$ cat src/rtl/mem_arbiter_pkg.sv
// mem_arbiter_pkg: shared types and defaults for the I/D memory arbiter.
//   arb_state_t  - arbiter FSM state encoding
//   owner_t      - encoding of the registered owner output (OWN_NONE/OWN_I/OWN_D)
//   owner_of()   - maps an FSM state to its owner encoding
package mem_arbiter_pkg;

  localparam int MAX_HOLD_DEF = 16;
  localparam int AW_DEF       = 16;

  typedef enum logic [1:0] {
    ST_IDLE    = 2'd0,
    ST_GRANT_I = 2'd1,
    ST_GRANT_D = 2'd2
  } arb_state_t;

  typedef logic [1:0] owner_t;

  localparam owner_t OWN_NONE = 2'b00;
  localparam owner_t OWN_I    = 2'b01;
  localparam owner_t OWN_D    = 2'b10;

  function automatic owner_t owner_of(arb_state_t st);
    case (st)
      ST_GRANT_I: return OWN_I;
      ST_GRANT_D: return OWN_D;
      default:    return OWN_NONE;
    endcase
  endfunction

endpackage

$ cat src/rtl/mem_arbiter_if.sv
// mem_arbiter_if: bus bundle between the two cache controllers, the arbiter
// and the shared four-bank memory.
//   i_* / d_*      - instruction / data side request, strobes, address, write data, grant
//   mem_*          - shared memory command (mem_stall is the memory busy input)
//   owner, err     - current owner encoding and sticky fault flag
// Modports: slave = arbiter view, master = requester/memory-model view.
interface mem_arbiter_if
  import mem_arbiter_pkg::*;
#(
  parameter int AW = AW_DEF
) ();

  logic          i_req;
  logic          i_rd;
  logic          i_wr;
  logic [AW-1:0] i_addr;
  logic [AW-1:0] i_data_in;
  logic          i_gnt;

  logic          d_req;
  logic          d_rd;
  logic          d_wr;
  logic [AW-1:0] d_addr;
  logic [AW-1:0] d_data_in;
  logic          d_gnt;

  logic          mem_stall;
  logic          mem_rd;
  logic          mem_wr;
  logic [AW-1:0] mem_addr;
  logic [AW-1:0] mem_data_in;

  owner_t        owner;
  logic          err;

  modport slave (
    input  i_req, i_rd, i_wr, i_addr, i_data_in,
    input  d_req, d_rd, d_wr, d_addr, d_data_in,
    input  mem_stall,
    output i_gnt, d_gnt,
    output mem_rd, mem_wr, mem_addr, mem_data_in,
    output owner, err
  );

  modport master (
    output i_req, i_rd, i_wr, i_addr, i_data_in,
    output d_req, d_rd, d_wr, d_addr, d_data_in,
    output mem_stall,
    input  i_gnt, d_gnt,
    input  mem_rd, mem_wr, mem_addr, mem_data_in,
    input  owner, err
  );

endinterface

$ cat src/rtl/mem_arb_holdcnt.sv
// mem_arb_holdcnt: counts non-stalled cycles of the current grant.
//   clk, rst_n - clock, async active-low reset
//   clr        - hold the count at zero (asserted while no grant is active)
//   en         - count this cycle (grant active and memory not stalled)
//   tc         - this counted cycle brings the count to MAX_HOLD
module mem_arb_holdcnt
  import mem_arbiter_pkg::*;
#(
  parameter int MAX_HOLD = MAX_HOLD_DEF
) (
  input  logic clk,
  input  logic rst_n,
  input  logic clr,
  input  logic en,
  output logic tc
);

  localparam int            CW   = $clog2(MAX_HOLD) + 1;
  localparam logic [CW-1:0] LAST = CW'(MAX_HOLD - 1);

  logic [CW-1:0] cnt;

  always_ff @(posedge clk or negedge rst_n) begin
    if (!rst_n) begin
      cnt <= '0;
    end else if (clr) begin
      cnt <= '0;
    end else if (en) begin
      cnt <= cnt + CW'(1);
    end
  end

  // Flags the cycle whose increment reaches MAX_HOLD, so the FSM can leave
  // the grant on the same edge the count lands on the limit.
  assign tc = en && (cnt == LAST);

endmodule

$ cat src/rtl/mem_arbiter.sv
// mem_arbiter: two-requester (I-cache / D-cache) arbiter for a shared memory.
//   clk, rst_n - clock, async active-low reset
//   bus        - mem_arbiter_if.slave: requests/strobes in, grants, memory
//                command, owner and sticky err out
// Parameters: MAX_HOLD (non-stalled cycles a grant may be held), AW (width).
// Build option: MEM_ARB_DPRIO_EN - ties always go to the data side; otherwise
// ties alternate using a last-owner flop (I wins the first tie after reset).
//
// state      | meaning
// -----------+-----------------------------------------------------------
// ST_IDLE    | no owner; memory command forced to zero; arbitration point
// ST_GRANT_I | instruction side drives the memory command
// ST_GRANT_D | data side drives the memory command
module mem_arbiter
  import mem_arbiter_pkg::*;
#(
  parameter int MAX_HOLD = MAX_HOLD_DEF,
  parameter int AW       = AW_DEF
) (
  input  logic         clk,
  input  logic         rst_n,
  mem_arbiter_if.slave bus
);

  localparam logic [AW-1:0] ZERO = '0;

  arb_state_t state;
  arb_state_t state_nxt;
  logic       hold_tc;
  logic       revoke_i;
  logic       revoke_d;
  logic       lock_i;
  logic       lock_d;
  logic       req_i;
  logic       req_d;
  logic       tie_to_d;
  logic       dual_strobe;

  // A side whose grant was revoked is ignored until it drops its request.
  assign req_i = bus.i_req && !lock_i;
  assign req_d = bus.d_req && !lock_d;

`ifdef MEM_ARB_DPRIO_EN
  assign tie_to_d = 1'b1;
`else
  logic last_d;

  assign tie_to_d = !last_d;

  always_ff @(posedge clk or negedge rst_n) begin
    if (!rst_n) begin
      last_d <= 1'b1;
    end else if (state_nxt == ST_GRANT_I || revoke_i) begin
      last_d <= 1'b0;
    end else if (state_nxt == ST_GRANT_D || revoke_d) begin
      last_d <= 1'b1;
    end
  end
`endif

  always_comb begin
    state_nxt = state;
    revoke_i  = 1'b0;
    revoke_d  = 1'b0;
    case (state)
      ST_IDLE: begin
        if (req_i && req_d) begin
          state_nxt = tie_to_d ? ST_GRANT_D : ST_GRANT_I;
        end else if (req_i) begin
          state_nxt = ST_GRANT_I;
        end else if (req_d) begin
          state_nxt = ST_GRANT_D;
        end
      end
      // A release in the same cycle the limit is reached is a normal release.
      ST_GRANT_I: begin
        if (!bus.i_req) begin
          state_nxt = ST_IDLE;
        end else if (hold_tc) begin
          state_nxt = ST_IDLE;
          revoke_i  = 1'b1;
        end
      end
      ST_GRANT_D: begin
        if (!bus.d_req) begin
          state_nxt = ST_IDLE;
        end else if (hold_tc) begin
          state_nxt = ST_IDLE;
          revoke_d  = 1'b1;
        end
      end
      default: state_nxt = ST_IDLE;
    endcase
  end

  // Grants and owner are registered copies of the next state, so they match
  // the state register exactly and clear with it asynchronously.
  always_ff @(posedge clk or negedge rst_n) begin
    if (!rst_n) begin
      state     <= ST_IDLE;
      bus.i_gnt <= 1'b0;
      bus.d_gnt <= 1'b0;
      bus.owner <= OWN_NONE;
    end else begin
      state     <= state_nxt;
      bus.i_gnt <= (state_nxt == ST_GRANT_I);
      bus.d_gnt <= (state_nxt == ST_GRANT_D);
      bus.owner <= owner_of(state_nxt);
    end
  end

  always_ff @(posedge clk or negedge rst_n) begin
    if (!rst_n) begin
      lock_i <= 1'b0;
      lock_d <= 1'b0;
    end else begin
      if (revoke_i) begin
        lock_i <= 1'b1;
      end else if (!bus.i_req) begin
        lock_i <= 1'b0;
      end
      if (revoke_d) begin
        lock_d <= 1'b1;
      end else if (!bus.d_req) begin
        lock_d <= 1'b0;
      end
    end
  end

  assign dual_strobe = (state == ST_GRANT_I && bus.i_rd && bus.i_wr) ||
                       (state == ST_GRANT_D && bus.d_rd && bus.d_wr);

  always_ff @(posedge clk or negedge rst_n) begin
    if (!rst_n) begin
      bus.err <= 1'b0;
    end else if (revoke_i || revoke_d || dual_strobe) begin
      bus.err <= 1'b1;
    end
  end

  // Memory command is a combinational pass-through of the owning side;
  // a simultaneous read+write is suppressed rather than forwarded.
  always_comb begin
    bus.mem_rd      = 1'b0;
    bus.mem_wr      = 1'b0;
    bus.mem_addr    = ZERO;
    bus.mem_data_in = ZERO;
    case (state)
      ST_GRANT_I: begin
        bus.mem_rd      = bus.i_rd && !bus.i_wr;
        bus.mem_wr      = bus.i_wr && !bus.i_rd;
        bus.mem_addr    = bus.i_addr;
        bus.mem_data_in = bus.i_data_in;
      end
      ST_GRANT_D: begin
        bus.mem_rd      = bus.d_rd && !bus.d_wr;
        bus.mem_wr      = bus.d_wr && !bus.d_rd;
        bus.mem_addr    = bus.d_addr;
        bus.mem_data_in = bus.d_data_in;
      end
      default: ;
    endcase
  end

  mem_arb_holdcnt #(
    .MAX_HOLD (MAX_HOLD)
  ) u_holdcnt (
    .clk   (clk),
    .rst_n (rst_n),
    .clr   (state == ST_IDLE),
    .en    (state != ST_IDLE && !bus.mem_stall),
    .tc    (hold_tc)
  );

endmodule

$ cat src/flat_wrapper.sv
// flat-port wrapper written by rule: the top's interface ports become plain ports
module mem_arbiter_flat import mem_arbiter_pkg::*;
#(
  parameter int MAX_HOLD = MAX_HOLD_DEF,
  parameter int AW       = AW_DEF
)
  (clk, rst_n, bus_i_req, bus_i_rd, bus_i_wr, bus_i_addr, bus_i_data_in, bus_d_req, bus_d_rd, bus_d_wr, bus_d_addr, bus_d_data_in, bus_mem_stall, bus_i_gnt, bus_d_gnt, bus_mem_rd, bus_mem_wr, bus_mem_addr, bus_mem_data_in, bus_owner, bus_err);
  mem_arbiter_if #(.AW(AW)) bus_i ();
  input  logic clk;
  input  logic rst_n;
  input wire logic [$bits(bus_i.i_req)-1:0] bus_i_req;
  input wire logic [$bits(bus_i.i_rd)-1:0] bus_i_rd;
  input wire logic [$bits(bus_i.i_wr)-1:0] bus_i_wr;
  input wire logic [$bits(bus_i.i_addr)-1:0] bus_i_addr;
  input wire logic [$bits(bus_i.i_data_in)-1:0] bus_i_data_in;
  input wire logic [$bits(bus_i.d_req)-1:0] bus_d_req;
  input wire logic [$bits(bus_i.d_rd)-1:0] bus_d_rd;
  input wire logic [$bits(bus_i.d_wr)-1:0] bus_d_wr;
  input wire logic [$bits(bus_i.d_addr)-1:0] bus_d_addr;
  input wire logic [$bits(bus_i.d_data_in)-1:0] bus_d_data_in;
  input wire logic [$bits(bus_i.mem_stall)-1:0] bus_mem_stall;
  output wire logic [$bits(bus_i.i_gnt)-1:0] bus_i_gnt;
  output wire logic [$bits(bus_i.d_gnt)-1:0] bus_d_gnt;
  output wire logic [$bits(bus_i.mem_rd)-1:0] bus_mem_rd;
  output wire logic [$bits(bus_i.mem_wr)-1:0] bus_mem_wr;
  output wire logic [$bits(bus_i.mem_addr)-1:0] bus_mem_addr;
  output wire logic [$bits(bus_i.mem_data_in)-1:0] bus_mem_data_in;
  output wire logic [$bits(bus_i.owner)-1:0] bus_owner;
  output wire logic [$bits(bus_i.err)-1:0] bus_err;
  assign bus_i.i_req = bus_i_req;
  assign bus_i.i_rd = bus_i_rd;
  assign bus_i.i_wr = bus_i_wr;
  assign bus_i.i_addr = bus_i_addr;
  assign bus_i.i_data_in = bus_i_data_in;
  assign bus_i.d_req = bus_d_req;
  assign bus_i.d_rd = bus_d_rd;
  assign bus_i.d_wr = bus_d_wr;
  assign bus_i.d_addr = bus_d_addr;
  assign bus_i.d_data_in = bus_d_data_in;
  assign bus_i.mem_stall = bus_mem_stall;
  assign bus_i_gnt = bus_i.i_gnt;
  assign bus_d_gnt = bus_i.d_gnt;
  assign bus_mem_rd = bus_i.mem_rd;
  assign bus_mem_wr = bus_i.mem_wr;
  assign bus_mem_addr = bus_i.mem_addr;
  assign bus_mem_data_in = bus_i.mem_data_in;
  assign bus_owner = bus_i.owner;
  assign bus_err = bus_i.err;
  mem_arbiter #(.MAX_HOLD(MAX_HOLD), .AW(AW)) u_core (.clk(clk), .rst_n(rst_n), .bus(bus_i));
endmodule
$ cat config.mk
export PLATFORM = sky130hd
export DESIGN_NAME = mem_arbiter_flat
export DESIGN_NICKNAME = d
export VERILOG_FILES = /design/src/rtl/mem_arbiter_pkg.sv /design/src/rtl/mem_arbiter_if.sv /design/src/rtl/mem_arb_holdcnt.sv /design/src/rtl/mem_arbiter.sv /design/src/flat_wrapper.sv
export SDC_FILE = /design/constraint.sdc
export NUM_CORES = 1
export LEC_CHECK = 0
export ABC_CLOCK_PERIOD_IN_PS = 4550
export CORE_MARGIN = 1
export CORE_UTILIZATION = 35
export CTS_CLUSTER_DIAMETER = 60
export DETAILED_ROUTE_END_ITERATION = 7
export GPL_TIMING_DRIVEN = 1
export PLACE_DENSITY = 0.86
export SYNTH_ARGS = -nofsm -noshare
export SYNTH_HDL_FRONTEND = slang
export SYNTH_HIERARCHICAL = 1
export SYNTH_SLANG_ARGS = --single-unit
$ cat constraint.sdc
create_clock -name clk -period 4.55 [get_ports clk]
set_input_delay 0.91 -clock clk [delete_from_list [all_inputs] [get_ports clk]]
set_output_delay 0.91 -clock clk [all_outputs]
set_load 0.02 [all_outputs]
* Yosys cells after proc, flatten, opt, wreduce, memory -nomap -nowiden
Index checks and enable logic that the tools add are counted.
Storage, ports and cells: register bits after elaboration 15, bits of input ports 73, output and inout bits 39, logic and storage cells 72
Cells by class: reduce and logical (&&, ||, !) cells 29, $add $sub $neg 1, mux-type cells 26, equal/unequal tests 7
Operator list (count):
- case mux 16 bit (2 select lines) | 2
- two-way mux 2 bit | 7
- logical AND 1 bit | 13
- two-way mux 1 bit | 11
- two-way mux 5 bit | 2
- logical NOT 1 bit | 7
- case mux 2 bit (3 select lines) | 1
- nonzero test 2 bit | 3
- adder 5 x 1 -> 5 bit, second input constant | 1
- equality test 5 x 4 -> 1 bit, second input constant | 1
- logical OR 1 bit | 5
- equality test 2 x 1 -> 1 bit, second input constant | 2
- equality test 2 bit, second input constant | 2
- != test 2 x 1 -> 1 bit, second input constant | 2
- case mux 1 bit (2 select lines) | 2
- case mux 2 bit (2 select lines) | 1
- logical NOT 2 bit | 1

* Logic depth before layout (Yosys ltp)
Gate-level depths: netlist of the first run.
word-level depth 10, gate-level depth with buffers 9, gate-level depth less buffers 8

* Cells and area by module
Netlist of the first run, hierarchy kept.
Modules (own cells, without submodules):
- mem_arbiter | times used 1, area each 1026.0 µm², sequential area each 201.4 µm², cells an instance 130
- mem_arb_holdcnt | times used 1, area each 285.3 µm², sequential area each 125.1 µm², cells an instance 24

* Least setup slack after synthesis of the first run
OpenSTA, ideal clock, no wires.
path type register -> output, start reg u_core.state[0], end out bus_mem_addr[0], slack 2.085 ns, stages on the path, launching flop included 7, buffers on the path 2, arrival time 1.555 ns, required time 3.640 ns, cells stage by stage dfrtp_1 -> inv_1 -> ha_1 -> buf_2 -> buf_1 -> a22oi_1 -> nor2b_1
On the way: word-level cells in the longest chain between the ends 2, elaborated cells on any way between the ends 3, those cells by class 2 x eq/ne; 1 x mux
RTL lines:
- start: declaration | line mem_arbiter.sv:27 | arb_state_t state;
- start signal: assignment | line mem_arbiter.sv:105 | state <= state_nxt;
- equality test 2 bit or equality test 2 x 1 -> 1 bit (tied branches) | line mem_arbiter.sv:148 | case (state)
- case mux 16 bit (2 select lines) * | line mem_arbiter.sv:148
- end: declaration | line flat_wrapper.sv:26 | output wire logic [$bits(bus_i.mem_addr)-1:0] bus_mem_addr;
Every way passes the cells marked *; elsewhere a longest branch is shown, timed or not.

* Worst setup path after layout of the first run
start reg u_core.state[0], end out bus_mem_addr[6]
The elaborated chain is that of the path after synthesis.

==> results of run 1 <==
-- layout by cell type (no fill, tap or decap), types with 2 or more instances in the layout --
master	instances
a211oi_1	2
a21oi_1	2
a22oi_1	32
and2_1	3
buf_4	2
clkbuf_8	3
clkdlybuf4s50_1	111
dfrtp_1	12
ha_1	6
inv_1	4
nand2_1	7
nand3_1	2
nand3b_1	3
nor2_1	7
nor2b_1	34
o21ai_1	3
-- per-layer routing --
layer | vias up | share of wire (%) | wire (um)
li1 | 763 | - | -
met1 | 688 | 39 | 1760
met2 | 64 | 53 | 2380
met3 | 12 | 5.0 | 225
met4 | 0 | 2.7 | 123
met5 | - | 0 | 0
-- state kept, by name (all words and copies together) (netlist names) --
register	cells
u_core/bus.owner	2
u_core/state	2
u_core/lock_d	1
u_core/last_d	1
u_core/lock_i	1
u_core/u_holdcnt/cnt	5
u_core/bus.err	1
-- stage by stage --
stage / hold slack [ps] / total power [mW] / worst slack (ps) / util (%)
floorplan: 453 / 0.753 / 2080 / -
global placement: 475 / 1.07 / 1300 / 69.7
detailed placement: 503 / 1.08 / 1280 / 69.7
CTS: 518 / 1.19 / 1150 / 71.0
global route: 545 / 1.27 / 943 / 71.0
finish: 517 / 1.18 / 1140 / 71.0
-- worst min-delay path, stage by stage, from the launching register on --
cell     delay, ps
dfrtp_1        360
nand2_1         60
nand2_1         60
-- power by group through the flow --
stage	sequential (mW)	combinational [mW]	clock, mW
6_report	0.177	0.897	0.101
5_1_grt	0.181	0.975	0.113
4_1_cts	0.177	0.902	0.107
3_5_place_dp	0.179	0.899	0
3_3_place_gp	0.177	0.891	0
2_1_floorplan	0.181	0.572	0
-- worst paths after layout --
check                           cells past startpoint  slack (ps)       startpoint                  end
worst max-delay path                                4        1140  u_core/state[0]      bus_mem_addr[6]
worst min-delay path                                2         520    u_core/lock_i        u_core/lock_i
worst max register to register                      8        2050  u_core/state[0]  u_core/bus.owner[1]
worst min register to register                      2         520    u_core/lock_i        u_core/lock_i
max in group asynchronous                           1        3160            rst_n        u_core/last_d
min in group asynchronous                           1        1030            rst_n  u_core/bus.owner[0]
-- cell type report --
type	instances	share of cell area, %
flip-flops and latches	13	13.3
clock buffers	4	1.83
repair buffers	113	45.8
well taps	46	2.34
multi-input cells	123	36.2
inverters	4	0.610
-- logic make-up after synthesis --
family	share of synthesized area, %
muxes	1.91
DFF	24.9
xor gates and xnor gates	0.668
and+or+nand+nor	30.3
adders and majority gates	5.73
buffers and inverters	7.15
AOI/OAI and AO/OA	29.3
==> flow_summary_export.csv, run 1 <==
group,metric,value,unit
floorplanning,initial_core_util,37.8,%
logic_synthesis,synth_edf_count,0,
clocking,cts.htree.levels,1,
power_and_ir_drop,p_switching,0.525,mW
logic_synthesis,yosysUniqueCellTypes,41,
clocking,clk_latency,240,ps
clocking,cts_tree,"built",
cells_and_area,drive_above_1_share,5.84,%
power_and_ir_drop,ir_drop,0.000502,V
route,dr.first_iter.drc_count,78,
clocking,cts_buffer_depth,2,
global_routing,grt_pass1_vias,1458,
setup_path,crit_buf_inv,2,
power_and_ir_drop,power_density,478,mW/mm2
timing,clock-skew-final,1.43,ps
clocking,clk_pin_slew,50,ps
setup_path,cp_data_required_time,3640,ps
clocking,cts_resized,0,
run_status,status,"finished clean",
cells_and_area,finalNonFillerCells,303,
clocking,cts_hold_buffers,0,
power_and_ir_drop,leakagePower,0.919,nW
timing,setup_tns,0,ps
timing,tightest_slew,803,ps
power_and_ir_drop,swShare,44.7,%
logic_synthesis,seq_area_frac_synth,24.9,%
global_routing,grt_util_met3,4.35,%
placement,place_inst,299,
cells_and_area,syn_to_final_growth,87.7,%
logic_synthesis,netlist.area_leader.share,22.9,%
logic_synthesis,ys_warn_count,6,
power_and_ir_drop,combPwrFrac,76.3,%
floorplanning,ios,112,
global_routing,use_met2,40.6,%
logic_synthesis,async_flop_share,100,%
timing,period_needed,3410,ps
route,routedWlPerCell,14.8,um
cells_and_area,multi_input_area,891,um2
route,viasPerCell,5.04,
timing,rsz0062_at_grt,"no",
setup_path,endpoint_kind,"output port",
power_and_ir_drop,p_int,0.651,mW
setup_path,start_kind,"flip-flop",
setup_path,path_cells,"inv_1 > ha_1 > nor2b_1 > clkdlybuf4s50_1",
logic_synthesis,ys_ff_latch,13,
global_routing,grt_use_total,22.8,%
timing,slew_headroom,46.5,%
setup_path,cp_slowest_cell,"ha_1",
logic_synthesis,avgSynthCellArea,8.51,um2
floorplanning,die_area,0.00400,mm2
global_routing,grtUsageMet1,26.2,%
route,drc,0,
setup_path,worstSetupPathType,"reg -> out",
setup_path,worstPathArrival,2500,ps
power_and_ir_drop,pwr-share-seq,15.1,%
clocking,cts_made_buffers,3,
floorplanning,num_rows,21,
timing,setup_violations,0,
route,vias,1527,
route,dr.pass1.iters,4,
timing,finalMaxSlewViolations,0,
cells_and_area,design_area,0.00246,mm2
logic_synthesis,yosysTopAreaCell,"dfrtp_1",
global_routing,grt_overflow_total,0,
floorplanning,die_h,63.2,um
clocking,root_buffer,"clkbuf_8",
route,ant_nets,0,
global_routing,grt-busiest-layer,"met2",
global_routing,grt_max_degree,39,
logic_synthesis,synthCells,154,
placement,port-buffer-count,111,
logic_synthesis,synth_area,0.00131,mm2
setup_path,crit_fanout,34,
cells_and_area,fin_nets,337,
placement,placed_area,0.00242,mm2
min_path,hold_path_class,"reg -> reg",
power_and_ir_drop,clock_power_share,8.6,%
setup_path,crit_family,"adder cells",
floorplanning,core_area,0.00347,mm2
timing,final_hold_viol_count,0,
logic_synthesis,synth_most_common_cell,"nor2b_1",
logic_synthesis,syn-num-nets,233,
cells_and_area,seqCellArea,327,um2
placement,hpwl,3490,um
timing,fin_crit_sh,74.9,%
logic_synthesis,synth_top_cells_by_area,"dfrtp_1 (23%), a22oi_1 (18%), nor2b_1 (16%)",
setup_path,critPathMaxStageDelay,820,ps
global_routing,grt_pass1_wl,7200,um
route,drt-total-wl,4490,um
run,maxCapViolations,0,
cells_and_area,diodes,0,
global_routing,antenna_found_initial,0,
clocking,postCtsSetupRepairBufs,0,
timing,fmax,0.293,GHz
placement,gp_congestion,0.756,
logic_synthesis,ys.flop_type,"dfrtp_1",
logic_synthesis,synthTopCellsByCount,"nor2b_1 (34), a22oi_1 (32), dfrtp_1 (12), nand2_1 (7), nor2_1 (7)",
floorplanning,chipWidth,63.2,um
clocking,cts.sink_count,13,
cells_and_area,nFillCells,286,
Note: power is estimated with default switching activity, not from simulation.
==> run 2, diff against run 1 <==
--- a/config.mk
+++ b/config.mk
@@ -5,13 +5,13 @@
 export SDC_FILE = /design/constraint.sdc
 export NUM_CORES = 1
 export LEC_CHECK = 0
-export ABC_CLOCK_PERIOD_IN_PS = 4550
+export ABC_CLOCK_PERIOD_IN_PS = 2900
 export CORE_MARGIN = 1
-export CORE_UTILIZATION = 35
+export CORE_UTILIZATION = 29
 export CTS_CLUSTER_DIAMETER = 60
 export DETAILED_ROUTE_END_ITERATION = 7
 export GPL_TIMING_DRIVEN = 1
-export PLACE_DENSITY = 0.86
+export PLACE_DENSITY = 0.76
 export SYNTH_ARGS = -nofsm -noshare
 export SYNTH_HDL_FRONTEND = slang
 export SYNTH_HIERARCHICAL = 1
==> constraint.sdc (replaced) <==
create_clock -name clk -period 2.9 [get_ports clk]
set_input_delay 0.58 -clock clk [delete_from_list [all_inputs] [get_ports clk]]
set_output_delay 0.58 -clock clk [all_outputs]
set_load 0.02 [all_outputs]
==> run 2 against run 1 <==
Net effect: sequential cell count is the same; worst hold slack got worse by 23 ps; via count rose by 0.26%; combinational power up 63%; cell count rose by 3.0%; first-iteration DRC count fell by 46%; die area increased by 20%; global-route usage shrank 4.3 points; clock power grew 58%; critical endpoint is now bus_mem_rd.
==> flow_summary_export.csv, run 2 (synthesized netlist as in run 1, its figures left out) <==
group,metric,value,unit
clocking,root_buffer,"clkbuf_8",
setup_path,cp_data_required_time,2320,ps
route,wl_met2,2210,um
route,wl_met3,243,um
route,drc,0,
timing,finalMaxSlewViolations,0,
clocking,clk_latency,240,ps
clocking,cts_made_buffers,3,
setup_path,path_cells,"inv_1 > ha_1 > buf_12 > nand3b_1 > o21ai_1 > and2_1 > clkdlybuf4s50_1",
cells_and_area,seqCellArea,327,um2
timing,fmax,0.371,GHz
cells_and_area,final_util,57.6,%
floorplanning,die_area,0.00479,mm2
run,maxCapViolations,0,
global_routing,grt_pass1_vias,1514,
timing,setup_tns,0,ps
setup_path,start_kind,"flip-flop",
global_routing,grt_use_total,18.5,%
placement,place_inst,308,
floorplanning,initial_core_util,30.1,%
setup_path,crit_fanout,38,
timing,tightest_slew,582,ps
timing,slew_headroom,61.1,%
cells_and_area,regMostFlops,"u_core/u_holdcnt/cnt",
floorplanning,die_h,69.2,um
power_and_ir_drop,ir_drop,0.000718,V
route,dr.first_iter.drc_count,42,
run_status,status,"finished clean",
clocking,clk_pin_slew,50,ps
clocking,cts_tree,"built",
floorplanning,core_area,0.00435,mm2
cells_and_area,drive_above_1_share,6.92,%
clocking,cts.htree.levels,1,
timing,period_needed,2700,ps
cells_and_area,finalNonFillerCells,312,
route,routedWlPerCell,13.9,um
route,wl_met1,1870,um
timing,clock-skew-final,0.238,ps
floorplanning,num_rows,24,
cells_and_area,nFillCells,390,
timing,fin_crit_sh,93.0,%
clocking,cts_buffer_depth,2,
setup_path,cp_slowest_cell,"clkdlybuf4s50_1",
global_routing,grt_pass1_wl,7380,um
placement,port-buffer-count,111,
route,drt-total-wl,4350,um
setup_path,critPathMaxStageDelay,590,ps
cells_and_area,largest_reg_flops,5,
global_routing,grt_overflow_total,0,
cells_and_area,final_cell_mix,"clkdlybuf4s50_1 (110), nor2b_1 (34), a22oi_1 (32), dfrtp_1 (12)",
timing,final_hold_viol_count,0,
floorplanning,ios,112,
cells_and_area,syn_to_final_growth,91.4,%
min_path,hold_path_class,"reg -> reg",
route,viasPerCell,4.91,
placement,gp_congestion,0.772,
route,dr.pass1.iters,4,
setup_path,endpoint_kind,"output port",
power_and_ir_drop,power_density,757,mW/mm2
route,vias,1531,
clocking,cts.sink_count,13,
timing,fin_ws,202,ps
setup_path,worstPathArrival,2120,ps
placement,hpwl,3350,um
setup_path,worstSetupPathType,"reg -> out",
cells_and_area,fin_nets,340,
cells_and_area,largestRegisters,"u_core/u_holdcnt/cnt x5, u_core/bus.owner x2, u_core/state x2",
timing,rsz0062_at_grt,"no",
placement,pre_cts_slack,247,ps
cells_and_area,mostFrequentLayoutCell,"clkdlybuf4s50_1",
cells_and_area,multi_input_area,891,um2
route,ant_nets,0,
power_and_ir_drop,leakagePower,0.957,nW
floorplanning,chipWidth,69.2,um
global_routing,antenna_found_initial,0,
global_routing,grt_max_degree,39,
route,top_layer_used,"met4",
cells_and_area,diodes,0,
timing,setup_violations,0,
-- run 2: cell count changes in the layout (fill, tap and decap cells not counted), sizes merged --
cell / before / now
buf: 2 / 5
dlymetal6s2s: 0 / 1
clkdlybuf4s50: 111 / 110
-- run 2: worst paths after layout --
kind	slack (ps)	cells past startpoint	endpoint	from
max	200	7	bus_mem_rd	u_core/state[0]
min	490	2	u_core/bus.err	u_core/bus.err
max reg2reg	780	8	u_core/last_d	u_core/state[0]
min reg2reg	490	2	u_core/bus.err	u_core/bus.err
max in group asynchronous	1810	1	u_core/u_holdcnt/cnt[1]	rst_n
min in group asynchronous	710	1	u_core/bus.owner[1]	rst_n
-- run 2: area by class of cell --
| cell class | instances | area share, % |
|---|---|---|
| timing repair buffer | 116 | 46.5 |
| tap | 52 | 2.59 |
| clock buffer | 4 | 1.79 |
| multi-input combinational | 123 | 35.5 |
| sequential | 13 | 13.0 |
| inverter | 4 | 0.598 |
-- run 2: worst max-delay path: cells and delay by family, from the launching register on --
kind                     cells  cell delay [ps]
AND/OR/NAND/NOR              2              230
adder cells (fa/ha/maj)      1              210
buffers and inverters        3              910
AO/OA/AOI/OAI                1               70
flip-flops                   1              440
-- run 2: report_power, final --
part	internal [mW]	total [mW]	switching (mW)
registers	0.233	0.279	0.0465
logic	0.732	1.46	0.728
clock network	0.0970	0.160	0.0634
-- run 2: stage by stage --
step                      hold WS, ps  total power, mW  instance area, um2
after floorplan                   284             1.18                1310
after global placement            473             1.73                2460
after detailed placement          490             1.74                2460
after CTS                         502             1.91                2500
after global routing              516             2.04                2510
final                             495             1.90                2510
-- run 2: metal layers --
metal  track usage (%)  vias to the layer above
met4              2.95                        0
met5                 0                        -
met2              33.7                       59
li1                  -                      771
met3              3.63                        2
met1              22.7                      699
-- run 2: what timing repair did --
item                                    4_1_cts  5_1_grt
endpoints found under the setup margin        0        2
buffers inserted                              0        0
gates resized for setup                       0        2
hold buffers                                  0        0
